--- config.mk ---
export PLATFORM = sky130hd
export DESIGN_NAME = branch_feedback_queue
export DESIGN_NICKNAME = d
export VERILOG_FILES = /design/src/rtl/bp_pkg.sv /design/src/rtl/bfq_storage.sv /design/src/rtl/branch_feedback_queue.sv
export SDC_FILE = /design/constraint.sdc
export NUM_CORES = 1
export LEC_CHECK = 0
export BUFFER_PORTS_ARGS = -buffer_cell sky130_fd_sc_hd__buf_2
export CAP_MARGIN = 20
export CELL_PAD_IN_SITES_DETAIL_PLACEMENT = 1
export CELL_PAD_IN_SITES_GLOBAL_PLACEMENT = 1
export CORE_MARGIN = 2
export CORE_UTILIZATION = 47
export CTS_CLUSTER_SIZE = 12
export DETAILED_ROUTE_END_ITERATION = 16
export PLACE_DENSITY_LB_ADDON = 0.1
export SLEW_MARGIN = 20
export SYNTH_ARGS = -nofsm -noshare
export SYNTH_HDL_FRONTEND = slang
export SYNTH_SLANG_ARGS = --single-unit
--- constraint.sdc ---
create_clock -name clk -period 7.4 [get_ports clk]
set_input_delay 0 -clock clk [delete_from_list [all_inputs] [get_ports clk]]
set_output_delay 0 -clock clk [all_outputs]
set_load 0.01 [all_outputs]
--- src/rtl/bp_pkg.sv ---
// Shared branch-prediction types and defaults used by the feedback queue and its bench.
package bp_pkg;

    localparam int unsigned DEPTH  = 4;
    localparam int unsigned ADDR_W = 30;

    typedef struct packed {
        logic              pred_taken;
        logic [ADDR_W-1:0] alt_pc;
    } entry_t;

endpackage

--- src/rtl/bfq_storage.sv ---
// Entry array for the branch feedback queue: one write port, one asynchronous read port.
module bfq_storage #(
    parameter int unsigned DEPTH = 4,
    parameter int unsigned WIDTH = 31,
    localparam int unsigned PTR_W = $clog2(DEPTH)
) (
    input  logic             clk,
    input  logic             we,
    input  logic [PTR_W-1:0] waddr,
    input  logic [WIDTH-1:0] wdata,
    input  logic [PTR_W-1:0] raddr,
    output logic [WIDTH-1:0] rdata
);

    logic [WIDTH-1:0] mem_q [DEPTH];

    // Contents are don't-care after reset, so the array carries no reset.
    always_ff @(posedge clk) begin
        if (we) begin
            mem_q[waddr] <= wdata;
        end
    end

    assign rdata = mem_q[raddr];

endmodule

--- src/rtl/branch_feedback_queue.sv ---
// In-order queue of outstanding branch predictions; resolves the head against EX,
// trains the saturating counter and flushes younger entries on a mispredict.
module branch_feedback_queue
    import bp_pkg::*;
#(
    parameter int unsigned DEPTH  = bp_pkg::DEPTH,
    parameter int unsigned ADDR_W = bp_pkg::ADDR_W,
    localparam int unsigned PTR_W = $clog2(DEPTH),
    localparam int unsigned CNT_W = $clog2(DEPTH) + 1
) (
    input  logic              clk,
    input  logic              rst,
    input  logic              push_valid,
    input  logic              push_pred_taken,
    input  logic [ADDR_W-1:0] push_pc_fallthru,
    input  logic [ADDR_W-1:0] push_pc_target,
    output logic              full,
    output logic              empty,
    output logic [CNT_W-1:0]  count,
    input  logic              resolve_valid,
    input  logic              resolve_taken,
    output logic              feedback_valid,
    output logic              set_taken,
    output logic              mispredict,
    output logic [ADDR_W-1:0] redirect_pc,
    output logic              overflow_err,
    output logic              underflow_err
);

    typedef struct packed {
        logic              pred_taken;
        logic [ADDR_W-1:0] alt_pc;
    } bfq_entry_t;

    logic [PTR_W-1:0] head_q, head_d;
    logic [PTR_W-1:0] tail_q, tail_d;
    logic [CNT_W-1:0] count_q, count_d;

    bfq_entry_t wr_entry;
    bfq_entry_t head_entry;

    logic push_ok;
    logic pop;
    logic miss;
    logic flush_now;

    assign full  = (count_q == CNT_W'(DEPTH));
    assign empty = (count_q == '0);
    assign count = count_q;

    // The stored PC is the one to recover to if the prediction turns out wrong.
    assign wr_entry.pred_taken = push_pred_taken;
    assign wr_entry.alt_pc     = push_pred_taken ? push_pc_fallthru : push_pc_target;

    assign pop       = resolve_valid & ~empty;
    assign miss      = pop & (head_entry.pred_taken ^ resolve_taken);
    assign flush_now = miss;
    // A push alongside a flush is on the wrong path and is dropped silently.
    assign push_ok   = push_valid & ~full & ~flush_now;

    bfq_storage #(
        .DEPTH (DEPTH),
        .WIDTH (ADDR_W + 1)
    ) u_storage (
        .clk   (clk),
        .we    (push_ok),
        .waddr (tail_q),
        .wdata (wr_entry),
        .raddr (head_q),
        .rdata (head_entry)
    );

    always_comb begin
        head_d  = head_q;
        tail_d  = tail_q;
        count_d = count_q;
        if (flush_now) begin
            head_d  = '0;
            tail_d  = '0;
            count_d = '0;
        end else begin
            head_d  = head_q + PTR_W'(pop);
            tail_d  = tail_q + PTR_W'(push_ok);
            count_d = count_q + CNT_W'(push_ok) - CNT_W'(pop);
        end
    end

    always_ff @(posedge clk) begin
        if (rst) begin
            head_q         <= '0;
            tail_q         <= '0;
            count_q        <= '0;
            feedback_valid <= 1'b0;
            set_taken      <= 1'b0;
            mispredict     <= 1'b0;
            redirect_pc    <= '0;
            overflow_err   <= 1'b0;
            underflow_err  <= 1'b0;
        end else begin
            head_q         <= head_d;
            tail_q         <= tail_d;
            count_q        <= count_d;
            feedback_valid <= pop;
            mispredict     <= miss;
            redirect_pc    <= miss ? head_entry.alt_pc : '0;
            if (pop) begin
                set_taken <= resolve_taken;
            end
            if (push_valid & full & ~flush_now) begin
                overflow_err <= 1'b1;
            end
            if (resolve_valid & empty) begin
                underflow_err <= 1'b1;
            end
        end
    end

endmodule

==> qor.yml, run 1 <==
status: "finished, final reports clean"
grt-ovfl-total: 0
path_max_fanout: 32
seqPwrFrac_pct: 43.9
grt_pass1_vias: 4023
synth_seq_area_share_pct: 72.8
initialDrtViolationCount: 197
start_kind: "flip-flop"
via_per_inst: 5.20
crit_arrival_ps: 3750
ios: 106
dp_slack_ps: 3990
clk_latency_ps: 430
rsz0062_at_grt: "false"
cts_root_buf: "clkbuf_16"
ctsResizeCount: 0
dpl.hpwl_mm: 7.32
fin_setup_tns_ps: 0
final_common_cell: "edfxtp_1"
totalWireLength_mm: 13.8
drc_errors: 0
worstSetupEndpointType: "flip-flop"
power-per-cell-area_nw_per_um2: 337
synth_area_um2: 6270
maxSlewHeadroom_pct: 39.3
p_int_mw: 2.06
pwr-share-comb_pct: 23.7
syn_to_final_growth_pct: 32.6
p_sw_share_pct: 26.5
fin_crit_ps: 3400
p_leak_nw: 3.03
fp.dieH_um: 119
rows: 42
cts_made_buffers: 17
io_buffers: 105
grtUsageTotal_pct: 20.8
antenna_found_initial: 0
initial_utilization_pct: 47.7
die_width_um: 119
critPathKind: "reg2reg"
fin_worst_skew_ps: 8.57
cts_setup_buffers: 0
cts_tree: "yes"
ant_nets: 0
p_switching_mw: 0.744
vias: 3580
grt_pass1_wl_mm: 21.7
clk_pin_slew_ps: 60
ys_ff_latch: 166
pwr-share-clk_pct: 32.5
core_um2: 13100
yosysUniqueCellTypes: 30
syn_area_per_cell_um2: 19.6
post-route-util_pct: 63.3
final_cell_mix: "edfxtp_1, buf_2, dlygate4sd3_1, dfxtp_1"
finalCritPeriodShare_pct: 46.0
clock.fmax_ghz: 0.294
worst_pin_slew_ps: 910
hold_buffers: 64
firstDrtPassIters: 4
slew_viol_final: 0
clkSinkCount: 166
r2r_setup_slack_ps: 4000
syn_nets: 391
n_antenna_cell: 0
fin_total_pwr_mw: 2.80
fill_cells: 1207
cap_violations: 0
gp_congestion: 0.701
grt_max_degree: 36
die_area_um2: 14300
irDropWorstVdd_uv: 184
required_ps: 7750
setup_viol: 0
h-tree-depth: 4
fin_ws_ps: 4000
finalHoldViolCount: 0
nets: 571
hp-class: "in2reg"
synthCells: 320
cts_buffer_depth: 2
layout-drive-gt1-share_pct: 41.5
synth_warnings: 0
wl_per_cell_um: 20.0
==> power by group through the flow <==
stage                     combinational [mW]  clock, mW  sequential [mW]
after global placement                 0.606          0             1.23
after floorplan                        0.419          0             1.25
after global routing                   0.724      0.963             1.24
after detailed placement               0.614          0             1.25
final                                  0.663      0.911             1.23
after CTS                              0.656      0.928             1.23
==> Yosys cell counts (all sizes together) <==
cell type	count	share of area, %
a41oi	1	0.14
clkbuf	10	0.60
mux4	31	11
ha	4	0.80
xor2	1	0.26
mux2	30	5.4
clkinv	1	0.060
nand2b	2	0.20
fa	1	0.32
a211oi	3	0.36
nor3	1	0.080
nor2b	1	0.10
nand3	1	0.080
nor2	3	0.18
buf	6	0.48
o31ai	1	0.20
xnor2	5	0.82
edfxtp	124	59
nor3b	31	3.7
o211a	4	0.64
dfxtp	42	13
a21oi	2	0.16
a2111oi	4	0.64
nand2	2	0.12
inv	6	0.36
o21ai	1	0.080
a21o	1	0.12
mux2i	1	0.16
==> per-layer routing <==
layer,GRT usage (%),wire length (µm),up-vias
met2,35.8,7380,88
met5,0,0,-
met4,8.01,235,0
li1,-,-,1635
met3,5.32,542,15
met1,25.4,5630,1842
==> stage by stage <==
stage	std cells	instance area (µm²)	hold WS (ps)
floorplan	320	6270	72.4
global placement	592	7030	262
detailed placement	592	7030	269
CTS	688	8280	274
global route	689	8310	303
finish	689	8310	267
==> worst max-delay path, cell delays in order (launching register included) <==
cell,delay (ps)
dfxtp_2,930
mux4_2,510
xor2_2,480
a21o_1,200
ha_1,120
inv_1,40
ha_1,180
fa_1,380
xnor2_1,150
xnor2_1,130
a211oi_1,200
==> registers in the layout (all words and copies together) (netlist names) <==
name and cells:
tail_q 2, underflow_err 1, overflow_err 1, redirect_pc 30
mispredict 1, feedback_valid 1, count 3, head_q 2
set_taken 1, u_storage.mem_q 124
==> final cells by class <==
type                       instances  area, µm²  share of cell area, %
inverter                           7       26.3                  0.316
multi-input combinational        131       1640                   19.8
clock buffer                      17        425                   5.12
clock inverter                    15        185                   2.23
sequential                       166       4570                   54.9
timing repair buffer             177       1250                   15.0
tap                              176        220                   2.65
==> cells by family (layout without fill, tap and decap cells) <==
group           after synthesis  in the layout  synth area share, %
compound gates               17             17                 2.34
xor+xnor                      6              6                 1.08
buf+inv                      23            216                 1.50
fa+ha+maj                     5              5                 1.12
flops                       166            166                 72.8
mux                          62             62                 16.7
simple gates                 41             41                 4.47
==> worst paths after layout <==
| kind | startpoint | to | cells past startpoint |
|---|---|---|---|
| max | head_q[1] | count[2] | 10 |
| min | push_pred_taken | u_storage.mem_q[3][30] | 1 |
| max reg2reg | head_q[1] | count[2] | 10 |
| min reg2reg | underflow_err | underflow_err | 2 |
No activity file was read; power rests on OpenSTA's default activity.
==> run 2: changes to the inputs <==
ABC_AREA = 1   (was not set)
CORE_UTILIZATION = 45   (was 47)
clock period = 3.2 ns   (was 7.4 ns; I/O delays follow)
==> run 2 against run 1 <==
  * Combinational power grew to 2.5 times the previous value
  * Flip-flop and latch count stayed put
  * Sequential share of layout area is 0.75 points lower
  * Setup slack worse by 3500 ps
  * Synthesized area is 2.8% higher
  * Critical endpoint unchanged
==> qor.yml, run 2 <==
power-per-cell-area_nw_per_um2: 762
setup_viol: 0
die_area_um2: 15300
fin_ws_ps: 540
cp_slowest_cell: "dfxtp_1"
n_antenna_cell: 0
cts_root_buf: "clkbuf_16"
cts_setup_buffers: 0
ys_ff_latch: 166
wl_per_cell_um: 18.2
critPathTopFamily: "adder cells"
clock.fmax_ghz: 0.376
pwr-share-comb_pct: 25.9
fin_worst_skew_ps: 7.56
cap_violations: 0
crit_arrival_ps: 2970
synth_xor_area_share_pct: 0.408
vias: 4454
hold_buffers: 65
maxSlewHeadroom_pct: 40.7
critPathKind: "reg2reg"
synth_warnings: 0
finalCritPeriodShare_pct: 83.1
critPathBufInv: 2
initialDrtViolationCount: 193
nets: 749
fin_setup_tns_ps: 0
yosysMostFrequentCell: "edfxtp_1"
synth_area_um2: 6440
worstSetupEndpointType: "flip-flop"
fp.dieH_um: 124
cts_made_buffers: 17
path_cells: "inv_1 > nand3_1 > nand3_2 > nand3_2 > nand2_2 > ha_1 > inv_1 > ha_1 > fa_1 > xor2_1 > nor2_1"
synth_compound_area_share_pct: 7.84
ctsResizeCount: 0
synthCells: 503
cts_buffer_depth: 2
synth_top_area_share_pct: 57.8
hp-class: "in2reg"
status: "finished, final reports clean"
slew_viol_final: 0
synth_edf_count: 124
largest_register_ffs: 124
synth-async-reset-ratio_pct: 0
via_per_inst: 5.11
p_switching_mw: 1.99
antenna_found_initial: 0
synthAdderAreaFrac_pct: 1.09
synth_top_family_by_area: "simple AND/OR/NAND/NOR gates"
path_max_fanout: 16
h-tree-depth: 4
rows: 43
synthSimpleGateAreaFrac_pct: 9.57
ant_nets: 0
yosys-top-cells-area: "edfxtp_1, dfxtp_1, mux2_2, o21ai_0, nor2_1"
clk_pin_slew_ps: 60
dpl.hpwl_mm: 9.24
initial_utilization_pct: 46.3
yosysUniqueCellTypes: 25
grt-ovfl-total: 0
p_leak_nw: 3.37
max_stage_delay_ps: 650
totalWireLength_mm: 15.9
fin_area_um2: 8420
p_sw_share_pct: 31.1
grt_pass1_wl_mm: 24.9
clk_latency_ps: 420
synthMuxAreaShare_pct: 5.24
clkSinkCount: 166
synth_seq_area_share_pct: 70.8
synth_top_area_cell: "edfxtp_1"
dp_slack_ps: 536
regMostFlops: "u_storage.mem_q"
finalHoldViolCount: 0
required_ps: 3510
grt_max_degree: 35
firstDrtPassIters: 4
syn_to_final_growth_pct: 30.7
fin_hold_ws_ps: 284
syn_nets: 574
drc_errors: 0
fill_cells: 1399
ios: 106
p_int_mw: 4.42
worst_pin_slew_ps: 889
post-route-util_pct: 60.5
start_kind: "flip-flop"
layout-drive-gt1-share_pct: 31.1
pwr-share-clk_pct: 30.3
rsz0062_at_grt: "false"
seqPwrFrac_pct: 43.8
gp_congestion: 0.737
synth_common_cells: "edfxtp_1, nor2_1, o21ai_0"
irDropWorstVdd_uv: 443
dpl_cell_area_um2: 7220
grt_pass1_vias: 4839
io_buffers: 105
die_width_um: 124
synthFlopType: "edfxtp_1"
final_cell_mix: "edfxtp_1, buf_2, nor2_1, dlygate4sd3_1, o21ai_0"
cts_tree: "yes"
syn_area_per_cell_um2: 12.8
grtUsageTotal_pct: 22.1
final_common_cell: "edfxtp_1"
core_um2: 13900
fin_crit_ps: 2660
[run 2: changes by cell type after synthesis, moves of 12 or more]
cell	before	now
nor2_1	3	75
o21ai_0	0	61
inv_1	5	49
mux4_2	31	0
nor3b_1	31	0
o22ai_1	0	30
nor2_2	0	29
nand2_1	2	14
[run 2: worst reg2reg max path, cell delays in order, from the launching register on]
cell,delay [ps]
dfxtp_1,650
inv_1,120
nand3_1,160
nand3_2,140
nand3_2,140
nand2_2,180
ha_1,340
inv_1,40
ha_1,180
fa_1,390
xor2_1,170
nor2_1,60
[run 2: cell families (layout without fill, tap and decap cells)]
group	count (synthesis)	in the layout
xor+xnor	3	3
compound gates	93	93
simple gates	131	131
mux	30	30
flops	166	166
fa+ha+maj	5	5
buf+inv	75	263
[run 2: worst paths after layout]
check,from,endpoint,slack (ps),cells after the start
worst max-delay path,head_q[1],count[2],540,11
worst min-delay path,push_pred_taken,u_storage.mem_q[1][30],280,1
worst max register to register,head_q[1],count[2],540,11
worst min register to register,overflow_err,overflow_err,460,2
[run 2: per-stage QoR]
step / instances / power (mW)
finish: 871 / 6.42
global route: 871 / 6.76
CTS: 871 / 6.46
detailed placement: 774 / 4.42
global placement: 774 / 4.33
floorplan: 503 / 3.88
[run 2: metal layers]
layer,GRT usage [%],vias up,part of all wire [%]
met4,9.38,0,2.0
met2,40.6,116,54
met5,0,-,0
met3,3.75,24,3.6
met1,25.3,2210,41
li1,-,2104,-
[run 2: area by class of cell]
class	count	area [µm²]	share of cell area (%)
flip-flops and latches	166	4570	54.2
multi-input cells	262	1590	18.8
repair buffers	181	1300	15.4
clock buffers	21	450	5.35
well taps	180	225	2.67
inverters	50	193	2.29
clock inverters	11	108	1.28
[run 2: power groups by stage]
stage               combinational (mW)  sequential, mW  clock, mW
finish                            1.66            2.81       1.95
global route                      1.87            2.84       2.06
CTS                               1.68            2.81       1.98
detailed placement                1.57            2.85          0
global placement                  1.50            2.83          0
floorplan                         1.01            2.86          0
